**config.mk**
```make
export PLATFORM = sky130hd
export DESIGN_NAME = complex_alu_pipe
export DESIGN_NICKNAME = d
export VERILOG_FILES = /design/src/rtl/complex_alu_pipe.sv
export SDC_FILE = /design/constraint.sdc
export NUM_CORES = 2
export LEC_CHECK = 0
export CAP_MARGIN = 30
export CORE_MARGIN = 2
export CORE_UTILIZATION = 35
export DETAILED_ROUTE_END_ITERATION = 12
export GPL_TIMING_DRIVEN = 0
export HOLD_SLACK_MARGIN = 0.06
export REMOVE_ABC_BUFFERS = 1
export SKIP_LAST_GASP = 1
export SLEW_MARGIN = 25
export SYNTH_ARGS = -nofsm -noshare
export SYNTH_HDL_FRONTEND = slang
export SYNTH_SLANG_ARGS = --single-unit
```
**constraint.sdc**
```tcl
create_clock -name clk -period 13.25 [get_ports clk]
set_input_delay 1.325 -clock clk [delete_from_list [all_inputs] [get_ports clk]]
set_output_delay 1.325 -clock clk [all_outputs]
set_load 0.02 [all_outputs]
```
**src/rtl/complex_alu_pipe.sv**
```systemverilog
// complex_alu_pipe: 3-stage complex add/sub/mul/conj-mul ALU with
// valid/ready on both sides, full stall on back-pressure, op counter.
// Ports: clk, rst (sync, active-high); in_valid/in_ready, mode, a..d;
// out_valid/out_ready, re, im, ovf; op_count (results consumed).
// Macro COMPLEX_ALU_SAT_EN: saturate results; otherwise wrap.
module complex_alu_pipe #(
  parameter int DATA_W = 16,
  parameter int OUT_W  = 16,
  parameter int CNT_W  = 16
) (
  input  logic                     clk,
  input  logic                     rst,
  input  logic                     in_valid,
  output logic                     in_ready,
  input  logic [1:0]               mode,
  input  logic signed [DATA_W-1:0] a,
  input  logic signed [DATA_W-1:0] b,
  input  logic signed [DATA_W-1:0] c,
  input  logic signed [DATA_W-1:0] d,
  output logic                     out_valid,
  input  logic                     out_ready,
  output logic signed [OUT_W-1:0]  re,
  output logic signed [OUT_W-1:0]  im,
  output logic                     ovf,
  output logic [CNT_W-1:0]         op_count
);

  localparam int PW = 2 * DATA_W;
  localparam int SW = PW + 1;

  logic stall;
  logic adv;

  assign stall    = out_valid && !out_ready;
  assign adv      = !stall;
  assign in_ready = !stall;

  // S1: operand capture
  logic                     v1;
  logic [1:0]               m1;
  logic signed [DATA_W-1:0] a1, b1, c1, d1;

  always_ff @(posedge clk) begin
    if (rst) begin
      v1 <= 1'b0;
    end else if (adv) begin
      v1 <= in_valid;
      m1 <= mode;
      a1 <= a;
      b1 <= b;
      c1 <= c;
      d1 <= d;
    end
  end

  // S2: every mode reduces to x +/- y per component,
  // so the last stage is a single add/sub per lane.
  logic signed [PW-1:0] ac, bd, ad, bc;
  logic signed [PW-1:0] rx, ry, ix, iy;
  logic                 rsb, isb;

  assign ac = PW'(a1) * PW'(c1);
  assign bd = PW'(b1) * PW'(d1);
  assign ad = PW'(a1) * PW'(d1);
  assign bc = PW'(b1) * PW'(c1);

  always_comb begin
    rx  = PW'(a1);
    ry  = PW'(c1);
    ix  = PW'(b1);
    iy  = PW'(d1);
    rsb = 1'b0;
    isb = 1'b0;
    unique case (m1)
      2'b00: begin
        rsb = 1'b0;
        isb = 1'b0;
      end
      2'b01: begin
        rsb = 1'b1;
        isb = 1'b1;
      end
      2'b10: begin
        rx  = ac;
        ry  = bd;
        rsb = 1'b1;
        ix  = ad;
        iy  = bc;
        isb = 1'b0;
      end
      2'b11: begin
        rx  = ac;
        ry  = bd;
        rsb = 1'b0;
        ix  = bc;
        iy  = ad;
        isb = 1'b1;
      end
    endcase
  end

  logic                 v2;
  logic signed [PW-1:0] rx2, ry2, ix2, iy2;
  logic                 rsb2, isb2;

  always_ff @(posedge clk) begin
    if (rst) begin
      v2 <= 1'b0;
    end else if (adv) begin
      v2   <= v1;
      rx2  <= rx;
      ry2  <= ry;
      ix2  <= ix;
      iy2  <= iy;
      rsb2 <= rsb;
      isb2 <= isb;
    end
  end

  // S3: combine at full precision, then narrow
  logic signed [SW-1:0] rsum, isum;
  logic [OUT_W:0]       rn, in_n;

  assign rsum = rsb2 ? SW'(rx2) - SW'(ry2)
                     : SW'(rx2) + SW'(ry2);
  assign isum = isb2 ? SW'(ix2) - SW'(iy2)
                     : SW'(ix2) + SW'(iy2);

  // {overflow, value}; overflow means the value is not a
  // sign-extension of its low OUT_W bits.
  function automatic logic [OUT_W:0] narrow(
    input logic signed [SW-1:0] v
  );
    logic signed [OUT_W-1:0] t;
    logic                    o;
    t = v[OUT_W-1:0];
    o = (SW'(t) != v);
`ifdef COMPLEX_ALU_SAT_EN
    if (o) begin
      t = v[SW-1] ? {1'b1, {(OUT_W-1){1'b0}}}
                  : {1'b0, {(OUT_W-1){1'b1}}};
    end
`else
`endif
    return {o, t};
  endfunction

  assign rn   = narrow(rsum);
  assign in_n = narrow(isum);

  always_ff @(posedge clk) begin
    if (rst) begin
      out_valid <= 1'b0;
      re        <= '0;
      im        <= '0;
      ovf       <= 1'b0;
    end else if (adv) begin
      out_valid <= v2;
      if (v2) begin
        re  <= rn[OUT_W-1:0];
        im  <= in_n[OUT_W-1:0];
        ovf <= rn[OUT_W] | in_n[OUT_W];
      end
    end
  end

  always_ff @(posedge clk) begin
    if (rst) begin
      op_count <= '0;
    end else if (out_valid && out_ready) begin
      op_count <= op_count + CNT_W'(1);
    end
  end

endmodule

```
==> impl_metrics.csv <==
group,metric,value,unit
yosys,synth.distinct_cells,69,
cts,clock_latency,0.62,ns
finish,drive_gt1_share,4.14,%
hold_path,hold_class,"flip-flop to flip-flop",
yosys,synthTopCellsByCount,"inv_1 (1215), fa_1 (1050), nand2_1 (743)",
floorplan,coreArea,150000,µm²
grt,use_met1,26.6,%
drt,wirelength,143,mm
floorplan,fp.dieArea,154000,µm²
worst_setup_path,cp_max_fo,16,
cts,clkSinkCount,248,
placed_design,dp_hpwl,122,mm
drt,vias_per_cell,4.88,
floorplan,die_w,392,µm
yosys,yosys-top-cells-area,"fa_1 (40%), edfxtp_1 (11%), ha_1 (9.5%)",
run_status,outcome,"finished clean",
yosys,synth-xor-area-share,4.52,%
yosys,ys.flop_type,"edfxtp_1",
cts,cts_resized,0,
placed_design,place_congestion,0.860,
grt,met2_usage,30.8,%
timing,finalCriticalPeriod,8.46,ns
cts,cts-root-buf,"clkbuf_16",
grt,antenna_found_initial,9,
grt,grt_pass1_vias,40718,
placed_design,io_buffers,120,
job,drv_cap,0,
worst_setup_path,endpoint_kind,"flip-flop",
timing,final_max_slew_viol_count,0,
yosys,synth_compound_area_share,7.57,%
cts,htree_levels,2,
finish,num-fill-cells,14949,
yosys,yosysTopAreaCellShare,39.9,%
yosys,synthCells,5693,
worst_setup_path,crit_path_start_kind,"flip-flop",
yosys,yosysTopAreaCell,"fa_1",
floorplan,io_pins,121,
timing,hold_violations,0,
drt,final_antenna_net_count,0,
cts,cts_setup_buffers,0,
yosys,syn_avg_cell_area,9.25,µm²
drt,vias,38049,
grt,overflow,0,
finish,syn2layout_area_growth,12.4,%
timing,worst_slew_pin_slew,1.00,ns
yosys,ys_warn_count,0,
drt,drt_iter0_drc,2107,
yosys,synthMuxAreaShare,0.152,%
yosys,synth_fa_ha_area_share,49.4,%
timing,fin_crit_sh,63.9,%
floorplan,die_height,392,µm
yosys,synth_edf_count,196,
drt,drc,0,
cts,cts_made_buffers,36,
timing,rsz0062_at_grt,"no",
yosys,synth-simple-area-share,14.7,%
yosys,synth_top_family_by_area,"adder cells",
drt,wire_per_inst,18.4,µm
timing,setup_viol,0,
yosys,ys_seq_elements,248,
worst_setup_path,cp.arrival,8.92,ns
grt,use_met3,3.40,%
timing,clock.fmax,118,MHz
grt,grt_busiest_layer,"met2",
yosys,yosysMostFrequentCell,"inv_1",
grt,grt.total_usage,19.5,%
worst_setup_path,required,13.71,ns
yosys,ys_seq_area_share,13.2,%
grt,grt_max_degree,66,
yosys,async_reset_ff_share,0,%
cts,ctsHoldBuffers,0,
timing,setup_tns,0,ns
grt,grt_pass1_wl,231,mm
floorplan,start_util,35.2,%
timing,slew_headroom,32.5,%
floorplan,row_count,142,
drt,drtPass1Iterations,5,
yosys,netlist_area,52700,µm²
cts,clk_pin_slew_worst_paths,0.07,ns
timing,fin_skew,0.0334,ns
finish,fin_nets,7264,
cts,cts_tree,"built",
worst_setup_path,critPathKind,"flip-flop to flip-flop",
cts,ctsLongestPathBuffers,3,
[kinds of logic after synthesis]
kind of cell | count (synthesis)
buffers and inverters | 1471
and+or+nand+nor | 1623
DFF | 248
AOI/OAI and AO/OA | 623
adders and majority gates | 1448
muxes | 8
xor gates and xnor gates | 272
[registers in the layout, summed over array words and instances (netlist names), 2 cells and up]
name and flops:
a1 16, b1 16, c1 16, d1 16, im 16, ix2 32
iy2 32, m1 2, op_count 16, re 16, rx2 32, ry2 32
[final cells by class]
| class | instances | area [µm²] | area share, % |
|---|---|---|---|
| Multi-Input combinational cell | 3974 | 40300 | 68.0 |
| Sequential cell | 248 | 6930 | 11.7 |
| Inverter | 1215 | 4560 | 7.71 |
| Timing Repair Buffer | 271 | 3700 | 6.25 |
| Tap cell | 2016 | 2520 | 4.26 |
| Clock buffer | 38 | 918 | 1.55 |
| Clock inverter | 26 | 284 | 0.480 |
| Antenna cell | 3 | 7.51 | 0.0127 |
[critical path, cell delays in order (launching register included)]
cell      delay (ns)
edfxtp_1        0.80
buf_8           0.26
buf_8           0.20
nand2_1         0.11
fa_1            0.52
fa_1            0.53
fa_1            0.53
inv_1           0.06
fa_1            0.48
fa_1            0.50
inv_1           0.05
fa_1            0.47
inv_1           0.04
ha_1            0.32
a21o_1          0.20
or4_1           0.42
a211oi_1        0.40
o31ai_1         0.21
a21oi_1         0.33
nand4b_1        0.24
o31ai_1         0.15
a31oi_1         0.31
o211ai_1        0.16
xor2_1          0.70
a221o_1         0.27
[layer usage]
| layer | part of all wire, % | routed length (µm) |
|---|---|---|
| met1 | 44 | 62900 |
| met2 | 45 | 64100 |
| met3 | 6.8 | 9780 |
| met4 | 4.5 | 6430 |
| met5 | 0.0077 | 11 |
[cell usage in the layout (no fill, tap or decap), types with 19 or more instances in the layout]
| cell | instances |
|---|---|
| a221o_1 | 31 |
| nand2b_1 | 46 |
| edfxtp_1 | 196 |
| a21o_1 | 78 |
| fa_1 | 1050 |
| clkdlybuf4s50_1 | 119 |
| and2_1 | 435 |
| clkbuf_16 | 36 |
| a211oi_1 | 20 |
| nor2b_1 | 22 |
| nor2_1 | 188 |
| nand2_1 | 741 |
| nor3_1 | 38 |
| xor2_1 | 70 |
| buf_8 | 116 |
| a22oi_1 | 29 |
| dfxtp_1 | 52 |
| inv_1 | 1213 |
| o21ai_0 | 116 |
| buf_16 | 19 |
| a21oi_1 | 211 |
| xnor2_1 | 201 |
| nand3_1 | 49 |
| a31oi_1 | 25 |
| ha_1 | 396 |
| o21a_1 | 19 |
| o21bai_1 | 23 |
[per-stage QoR]
stage          cells  util [%]  worst slack (ns)  hold slack [ns]  instance area, µm²
2_1_floorplan   5437         -              2.13            0.449               51700
3_3_place_gp    7573      37.0             -5.14            0.445               55400
3_5_place_dp    7723      38.7              4.66            0.446               58000
4_1_cts         7787      39.5              4.65            0.454               59200
5_1_grt         7789      39.6              4.29            0.467               59200
6_report        7791      39.6              4.79            0.451               59200
[worst paths after layout]
path / cells past startpoint / slack [ns] / startpoint / to
max: 24 / 4.79 / b1[12]$_DFFE_PP_ / ix2[30]$_DFFE_PP_
min: 2 / 0.45 / re[4]$_SDFFE_PP0P_ / re[4]$_SDFFE_PP0P_
max reg2reg: 24 / 4.79 / b1[12]$_DFFE_PP_ / ix2[30]$_DFFE_PP_
min reg2reg: 2 / 0.45 / re[4]$_SDFFE_PP0P_ / re[4]$_SDFFE_PP0P_
Power is not shown: default switching activity piles up to over one toggle a cycle in this logic, so the estimate is an artifact.
